===== src/rtl/uart_frame_ctrl.sv =====
// uart_frame_ctrl: receives framed packets from a UART receiver and writes
// the payload to memory. A frame is HDR, ADDR, LEN, LEN payload bytes and
// CHK, where CHK is the XOR of ADDR, LEN and the payload. It replies with
// ACK or NAK through the UART transmitter. Frames that stall between bytes
// for TIMEOUT_CYC cycles are rejected.
module uart_frame_ctrl #(
  parameter logic [15:0] TIMEOUT_CYC = 16'd52000,
  parameter logic [7:0]  HDR_BYTE    = 8'hA5,
  parameter logic [7:0]  ACK_BYTE    = 8'h06,
  parameter logic [7:0]  NAK_BYTE    = 8'h15
) (
  input  logic       Clk,
  input  logic       Rst_n,
  input  logic [7:0] RxData,
  input  logic       RxDone,
  input  logic       TxDone,
  output logic [7:0] TxData,
  output logic       TxEn,
  output logic       MemWe,
  output logic [7:0] MemAddr,
  output logic [7:0] MemWData,
  output logic       FrameOk,
  output logic       FrameErr,
  output logic       Busy
);

  typedef enum logic [2:0] {
    IDLE,
    GET_ADDR,
    GET_LEN,
    GET_DATA,
    GET_CHK,
    SEND,
    WAIT_TX
  } stateT;

  stateT       state;
  stateT       stateNext;
  logic        rxDoneQ;
  logic        rxDonePrev;
  logic        txDoneQ;
  logic        txDonePrev;
  logic [7:0]  rxByte;
  logic        byteEdge;
  logic        txEdge;
  logic        inFrame;
  logic        timeout;
  logic [15:0] timer;
  logic [7:0]  baseAddr;
  logic [7:0]  chkSum;
  logic [7:0]  remCount;
  logic [7:0]  index;
  logic        ackSel;
  logic        memWeNext;
  logic        frameOkNext;
  logic        frameErrNext;

  assign byteEdge = rxDoneQ & ~rxDonePrev;
  assign txEdge   = txDoneQ & ~txDonePrev;
  assign inFrame  = (state == GET_ADDR) || (state == GET_LEN) ||
                    (state == GET_DATA) || (state == GET_CHK);
  assign timeout  = inFrame && (timer == TIMEOUT_CYC);

  // Register the UART flags and data so edges are detected independently of pulse width.
  always_ff @(posedge Clk or negedge Rst_n) begin
    if (!Rst_n) begin
      rxDoneQ    <= 1'b0;
      rxDonePrev <= 1'b0;
      txDoneQ    <= 1'b0;
      txDonePrev <= 1'b0;
      rxByte     <= 8'h00;
    end else begin
      rxDoneQ    <= RxDone;
      rxDonePrev <= rxDoneQ;
      txDoneQ    <= TxDone;
      txDonePrev <= txDoneQ;
      rxByte     <= RxData;
    end
  end

  // State register.
  always_ff @(posedge Clk or negedge Rst_n) begin
    if (!Rst_n) begin
      state <= IDLE;
    end else begin
      state <= stateNext;
    end
  end

  // Next-state logic; a byte edge always wins over a timeout in the same cycle.
  always_comb begin
    stateNext = state;
    ackSel    = 1'b0;
    case (state)
      IDLE: begin
        if (byteEdge && (rxByte == HDR_BYTE)) stateNext = GET_ADDR;
      end
      GET_ADDR: begin
        if (byteEdge)     stateNext = GET_LEN;
        else if (timeout) stateNext = SEND;
      end
      GET_LEN: begin
        if (byteEdge)     stateNext = (rxByte == 8'h00) ? SEND : GET_DATA;
        else if (timeout) stateNext = SEND;
      end
      GET_DATA: begin
        if (byteEdge) begin
          if (remCount == 8'd1) stateNext = GET_CHK;
        end else if (timeout) begin
          stateNext = SEND;
        end
      end
      GET_CHK: begin
        if (byteEdge) begin
          stateNext = SEND;
          ackSel    = (rxByte == chkSum);
        end else if (timeout) begin
          stateNext = SEND;
        end
      end
      SEND:    stateNext = WAIT_TX;
      WAIT_TX: begin
        if (txEdge) stateNext = IDLE;
      end
      default: stateNext = IDLE;
    endcase
  end

  // Output decode: strobes that are registered next cycle plus direct state outputs.
  always_comb begin
    memWeNext    = (state == GET_DATA) && byteEdge;
    frameOkNext  = (state == GET_CHK) && byteEdge && (rxByte == chkSum);
    frameErrNext = ((state == GET_CHK) && byteEdge && (rxByte != chkSum)) ||
                   (!byteEdge && timeout);
    TxEn         = (state == SEND);
    Busy         = (state != IDLE);
  end

  // Frame datapath: timer, address/checksum/count tracking and registered strobes.
  always_ff @(posedge Clk or negedge Rst_n) begin
    if (!Rst_n) begin
      timer    <= 16'd0;
      baseAddr <= 8'h00;
      chkSum   <= 8'h00;
      remCount <= 8'h00;
      index    <= 8'h00;
      TxData   <= 8'h00;
      MemWe    <= 1'b0;
      MemAddr  <= 8'h00;
      MemWData <= 8'h00;
      FrameOk  <= 1'b0;
      FrameErr <= 1'b0;
    end else begin
      MemWe    <= memWeNext;
      FrameOk  <= frameOkNext;
      FrameErr <= frameErrNext;
      if (inFrame && !byteEdge) timer <= timer + 16'd1;
      else                      timer <= 16'd0;
      if (byteEdge) begin
        case (state)
          GET_ADDR: begin
            baseAddr <= rxByte;
            chkSum   <= rxByte;
            index    <= 8'h00;
          end
          GET_LEN: begin
            chkSum   <= chkSum ^ rxByte;
            remCount <= rxByte;
          end
          GET_DATA: begin
            chkSum   <= chkSum ^ rxByte;
            remCount <= remCount - 8'd1;
            index    <= index + 8'd1;
            MemAddr  <= baseAddr + index;
            MemWData <= rxByte;
          end
          default: ;
        endcase
      end
      if ((state != SEND) && (stateNext == SEND)) begin
        TxData <= ackSel ? ACK_BYTE : NAK_BYTE;
      end
    end
  end

endmodule


===== config.mk =====
export PLATFORM = sky130hd
export DESIGN_NAME = uart_frame_ctrl
export DESIGN_NICKNAME = d
export VERILOG_FILES = /design/src/rtl/uart_frame_ctrl.sv
export SDC_FILE = /design/constraint.sdc
export NUM_CORES = 1
export LEC_CHECK = 0
export CORE_MARGIN = 4
export CORE_UTILIZATION = 25
export CTS_CLUSTER_SIZE = 16
export DETAILED_ROUTE_END_ITERATION = 8
export GPL_ROUTABILITY_DRIVEN = 0
export PLACE_DENSITY = 0.38
export SKIP_LAST_GASP = 1
export SYNTH_ARGS = -nofsm -noshare
export SYNTH_HDL_FRONTEND = slang
export SYNTH_SLANG_ARGS = --single-unit

===== constraint.sdc =====
create_clock -name Clk -period 5.79 [get_ports Clk]
set_input_delay 0.579 -clock Clk [delete_from_list [all_inputs] [get_ports Clk]]
set_output_delay 0.579 -clock Clk [all_outputs]
set_load 0.03 [all_outputs]

==> results.sh, run 1 <==
export IMPL_cp_max_fo=35
export IMPL_use_met1_pct=16.0
export IMPL_syn2layout_area_growth_pct=18.1
export IMPL_p_sw_share_pct=34.8
export IMPL_drtPass1Iterations=4
export IMPL_p_leak_nw=2.18
export IMPL_grt_pass1_wl_um=17200
export IMPL_core_area_um2=16700
export IMPL_rows=47
export IMPL_fin_crit_ps=3440
export IMPL_crit_cells=7
export IMPL_cp_slowest_cell="and2_1"
export IMPL_cts_tree="built"
export IMPL_grt_pass1_vias=3142
export IMPL_final_cells=691
export IMPL_path_delay_family="simple AND/OR/NAND/NOR gates"
export IMPL_grt_remaining_overflow=0
export IMPL_r2r_setup_slack_ps=2350
export IMPL_wl_um=10300
export IMPL_drt_vias_per_instance=4.58
export IMPL_worstSkewPairLatency_ps=340
export IMPL_max_cap_violations=0
export IMPL_hold_buffers=0
export IMPL_ys_flop_type="dfrtp_1"
export IMPL_grt_busiest_layer="met2"
export IMPL_worst_slew_pin_slew_ps=958
export IMPL_drtIter0Drc=257
export IMPL_die_y_um=139
export IMPL_fmax_mhz=291
export IMPL_cts_clk_slew_worst_paths_ps=60
export IMPL_antenna_found_initial=0
export IMPL_cts_buffers=9
export IMPL_rsz0062_at_grt="false"
export IMPL_grt_max_degree=51
export IMPL_die_area_um2=19300
export IMPL_reg2reg_depth=7
export IMPL_hp_class="in2async"
export IMPL_final_common_cell="dfrtp_1"
export IMPL_synthArstFlopShare_pct=100
export IMPL_p_switching_uw=665
export IMPL_cts_setup_buffers=0
export IMPL_fin_skew_ps=4.24
export IMPL_max_slew_margin_pct=36.1
export IMPL_utilization_pct=30.3
export IMPL_met3_usage_pct=2.31
export IMPL_cpPeakStageDelay_ps=820
export IMPL_vias=3167
export IMPL_grt_usage_pct=11.1
export IMPL_drc=0
export IMPL_yosys_warnings=0
export IMPL_p_clk_share_pct=30.0
export IMPL_io_pins=41
export IMPL_required_ps=6010
export IMPL_drive_gt1_share_pct=6.16
export IMPL_ys_seq_elements=85
export IMPL_die_w_um=139
export IMPL_finalSetupViolCount=0
export IMPL_clock_path_buffers=2
export IMPL_slew_viol_final=0
export IMPL_h_tree_depth=3
export IMPL_ir_drop_uv=141
export IMPL_clock_sinks=85
export IMPL_cts_resized_gates=0
export IMPL_antennaDiodeCount=0
export IMPL_power_frac_seq_pct=41.7
export IMPL_power_density_nw_per_um2=377
export IMPL_crit_buf_inv=1
export IMPL_critPathLaunchType="flip-flop"
export IMPL_netlist_area_um2=4290
export IMPL_fin_tns_setup_ps=0
export IMPL_avgRoutedWirePerCell_um=14.9
export IMPL_hold_viol_final=0
export IMPL_critPathKind="reg2reg"
export IMPL_dp_hpwl_um=7070
export IMPL_start_util_pct=25.7
export IMPL_avgSynthCellArea_um2=9.62
export IMPL_yosysSeqAreaShare_pct=49.6
export IMPL_cp_cell_sequence="nor3b_4 > and2_1 > nand2_2 > inv_2 > nand4_1 > xor2_1 > nor2_1"
export IMPL_arrival_ps=3670
export IMPL_root_buffer="clkbuf_16"
export IMPL_nets=493
export IMPL_power_frac_comb_pct=28.3
export IMPL_grtUsageMet2_pct=16.0
export IMPL_synthCells=446
export IMPL_setup_worst_path_end_class="flip-flop"
export IMPL_p_int_mw=1.24
export IMPL_io_buffers=36
export IMPL_ant_nets=0
export IMPL_post_place_ws_ps=2330
export IMPL_synth_edff_count=0
export IMPL_ys_types=55
export IMPL_status="finished, final reports clean"
export IMPL_fin_total_pwr_mw=1.91
export IMPL_finalCritPeriodShare_pct=59.4
export IMPL_final_cell_mix="dfrtp_1, nor2_1, nand2_1, clkdlybuf4s50_1, o21ai_0"
export IMPL_post_place_cells=677
export IMPL_setup_ws_ps=2350
[power by group through the flow]
stage	registers, mW	logic [mW]	clock network, mW
CTS	0.797	0.551	0.599
floorplan	0.780	0.415	0
detailed placement	0.808	0.547	0
global route	0.813	0.617	0.616
global placement	0.810	0.544	0
finish	0.796	0.540	0.573
[logic make-up after synthesis]
group	count (synthesis)	synth area share [%]
DFF	85	49.6
buffers and inverters	49	5.45
muxes	9	2.30
AOI/OAI and AO/OA	96	13.7
xor gates and xnor gates	30	6.13
adders and majority gates	13	3.97
other	1	0.0874
and+or+nand+nor	163	18.8
[final timing paths]
kind,from,end
max,state[2],index[3]
min,Rst_n,rxByte[7]
max reg2reg,state[2],index[3]
min reg2reg,txDoneQ,txDonePrev
max in group asynchronous,Rst_n,MemAddr[1]
min in group Clk,txDoneQ,txDonePrev
[registers in the layout, summed over array words and instances, names as in the netlist]
register    cells
timer          16
MemAddr         8
MemWData        8
baseAddr        8
chkSum          8
index           8
remCount        8
rxByte          8
TxData          3
state           3
FrameErr        1
FrameOk         1
MemWe           1
rxDonePrev      1
rxDoneQ         1
txDonePrev      1
txDoneQ         1
[per-layer routing]
metal,up-vias,wire [um],part of all wire [%]
li1,1588,-,-
met1,1506,5290,51
met2,60,4360,42
met3,13,421,4.1
met4,0,228,2.2
met5,-,0,0
[cells in the mapped netlist, drive strengths merged (2+ instances only)]
master	instances	area share [%]
nor4	5	1.0
nand4	7	1.0
a21o	3	0.53
a31oi	9	1.3
nor3b	3	0.79
nand3	17	2.0
ha	12	3.5
clkbuf	9	0.82
buf	21	3.0
nand2b	6	0.88
a311oi	8	1.6
nand2	44	4.0
xnor2	10	2.0
a21oi	21	2.5
mux2	7	1.8
and2	2	0.29
a22o	4	0.82
dfrtp	85	50
mux2i	2	0.47
o22ai	6	0.88
nor2b	3	0.44
and3	6	0.88
o21ai	34	4.0
nor3	8	0.93
inv	19	1.7
nor2	55	5.2
o41ai	2	0.41
xor2	20	4.1
[metrics by stage]
stage / hold WS [ps] / area (um2)
floorplan: 283 / 4300
global placement: 366 / 4790
detailed placement: 374 / 4790
CTS: 218 / 5070
global route: 247 / 5070
finish: 204 / 5070
[area by class of cell]
class	count	area (um2)
sequential	85	2130
tap	220	275
clock inverter	2	35.0
clock buffer	12	246
multi-input combinational	315	1940
fill	1749	11600
timing repair buffer	38	373
inverter	19	71.3
Note: power is estimated with default switching activity, not from simulation.
==> run 2, diff against run 1 <==
- PLACE_DENSITY: 0.38 -> 0.4
- clock period: 5.79 -> 3.1 ns (I/O delays scaled with it)
==> run 2 against run 1 <==
  * Design area up 0.67%
  * Setup slack lost 1700 ps
  * Sequential power rose by 90%
  * Power rose by 84%
  * Highest routed layer unchanged
  * Cell count is 1.2% higher
  * Hold slack improved by 180 ps
==> results.sh, run 2 (synthesis results as in run 1) <==
export IMPL_status="finished, final reports clean"
export IMPL_crit_start="state[1]"
export IMPL_cts_tree="built"
export IMPL_drive_gt1_share_pct=7.31
export IMPL_path_delay_family="flip-flops"
export IMPL_setup_worst_path_end_class="output port"
export IMPL_syn2layout_area_growth_pct=18.9
export IMPL_grt_remaining_overflow=0
export IMPL_max_slew_margin_pct=37.1
export IMPL_critPathKind="reg2out"
export IMPL_power_frac_comb_pct=29.1
export IMPL_largest_reg_flops=16
export IMPL_setup_ws_ps=599
export IMPL_arrival_ps=2190
export IMPL_core_area_um2=16700
export IMPL_rows=47
export IMPL_r2r_setup_slack_ps=960
export IMPL_slew_viol_final=0
export IMPL_grt_usage_pct=11.4
export IMPL_grt_pass1_wl_um=17300
export IMPL_avgRoutedWirePerCell_um=15.0
export IMPL_drt_vias_per_instance=4.58
export IMPL_drc=0
export IMPL_p_switching_mw=1.25
export IMPL_die_area_um2=19300
export IMPL_cp_max_fo=24
export IMPL_die_y_um=139
export IMPL_required_ps=2790
export IMPL_post_place_ws_ps=925
export IMPL_critPathLaunchType="flip-flop"
export IMPL_h_tree_depth=3
export IMPL_fin_tns_setup_ps=0
export IMPL_cp_cell_sequence="or3_1 > clkdlybuf4s50_1"
export IMPL_p_clk_share_pct=27.9
export IMPL_root_buffer="clkbuf_16"
export IMPL_clock_sinks=85
export IMPL_rsz0062_at_grt="false"
export IMPL_fin_crit_ps=2500
export IMPL_fill_cells=1764
export IMPL_drtPass1Iterations=4
export IMPL_antenna_found_initial=0
export IMPL_grt_pass1_vias=3236
export IMPL_crit_buf_inv=1
export IMPL_drtIter0Drc=194
export IMPL_ir_drop_uv=255
export IMPL_dp_hpwl_um=7400
export IMPL_ant_nets=0
export IMPL_cpPeakStageDelay_ps=960
export IMPL_finalCritPeriodShare_pct=80.7
export IMPL_worst_slew_pin_slew_ps=943
export IMPL_fin_skew_ps=9.45
export IMPL_crit_cells=2
export IMPL_p_int_mw=2.26
export IMPL_crit_end="Busy"
export IMPL_fmax_mhz=400
export IMPL_wl_um=10500
export IMPL_finalSetupViolCount=0
export IMPL_reg2reg_depth=4
export IMPL_hold_viol_final=0
export IMPL_start_util_pct=25.7
export IMPL_cts_buffers=9
export IMPL_cp_slowest_cell="dfrtp_1"
export IMPL_vias=3203
export IMPL_worstReg2RegStart="state[1]"
export IMPL_top_register="timer"
export IMPL_io_pins=41
export IMPL_clock_path_buffers=2
export IMPL_worst_r2r_endpoint="timer[14]"
export IMPL_io_buffers=36
export IMPL_grt_max_degree=44
export IMPL_max_cap_violations=0
export IMPL_power_density_nw_per_um2=689
export IMPL_cts_clk_slew_worst_paths_ps=60
export IMPL_p_sw_share_pct=35.6
export IMPL_final_common_cell="dfrtp_1"
export IMPL_antennaDiodeCount=0
export IMPL_power_frac_seq_pct=43.0
export IMPL_nets=500
export IMPL_hp_class="reg2reg"
export IMPL_die_w_um=139
export IMPL_p_leak_nw=2.21
export IMPL_worstSkewPairLatency_ps=340
export IMPL_final_cell_mix="dfrtp_1, nor2_1, nand2_1, clkdlybuf4s50_1, o21ai_0"
run 2: per-stage QoR:
stage	hold slack (ps)	cells	area [um2]	total power, mW	util (%)
6_report	381	699	5100	3.51	30.5
5_1_grt	398	699	5100	3.77	30.5
4_1_cts	386	699	5100	3.58	30.5
3_5_place_dp	355	683	4830	2.57	28.9
3_3_place_gp	360	683	4830	2.54	28.9
2_1_floorplan	14.4	449	4300	2.23	-
run 2: cell type report:
cell class                      instances  area, um2  share of cell area (%)
Clock buffer                           13        250                    4.91
Clock inverter                          2       10.0                   0.196
Inverter                               19       71.3                    1.40
Multi-Input combinational cell        315       1940                    38.0
Sequential cell                        85       2130                    41.7
Tap cell                              220        275                    5.40
Timing Repair Buffer                   45        428                    8.39
run 2: worst min path at each step:
stage | end | cells past startpoint | start | slack (ps)
2_1_floorplan | FrameErr | 0 | Rst_n | 10
3_3_place_gp | TxData[1] | 1 | Rst_n | 360
3_5_place_dp | TxData[2] | 1 | Rst_n | 360
4_1_cts | txDonePrev | 0 | txDoneQ | 390
5_1_grt | txDoneQ | 1 | TxDone | 400
6_report | txDonePrev | 0 | txDoneQ | 380
run 2: what timing repair did:
| action | CTS | global route |
|---|---|---|
| gates resized for setup | 0 | 0 |
| endpoints found under the hold margin | 41 | 0 |
| hold buffers | 1 | 0 |
| setup buffers | 0 | 0 |
run 2: layer usage:
layer / up-vias / wire (um) / track usage (%)
met5: - / 0 / 0
met4: 0 / 268 / 5.61
met3: 17 / 296 / 2.28
met2: 46 / 4440 / 16.2
met1: 1540 / 5510 / 16.4
li1: 1600 / - / -
run 2: power groups by stage:
stage	combinational [mW]	sequential, mW	clock (mW)
final	1.02	1.51	0.981
after floorplan	0.774	1.46	0
after detailed placement	1.03	1.53	0
after global placement	1.01	1.53	0
after global routing	1.16	1.54	1.07
after CTS	1.04	1.51	1.03
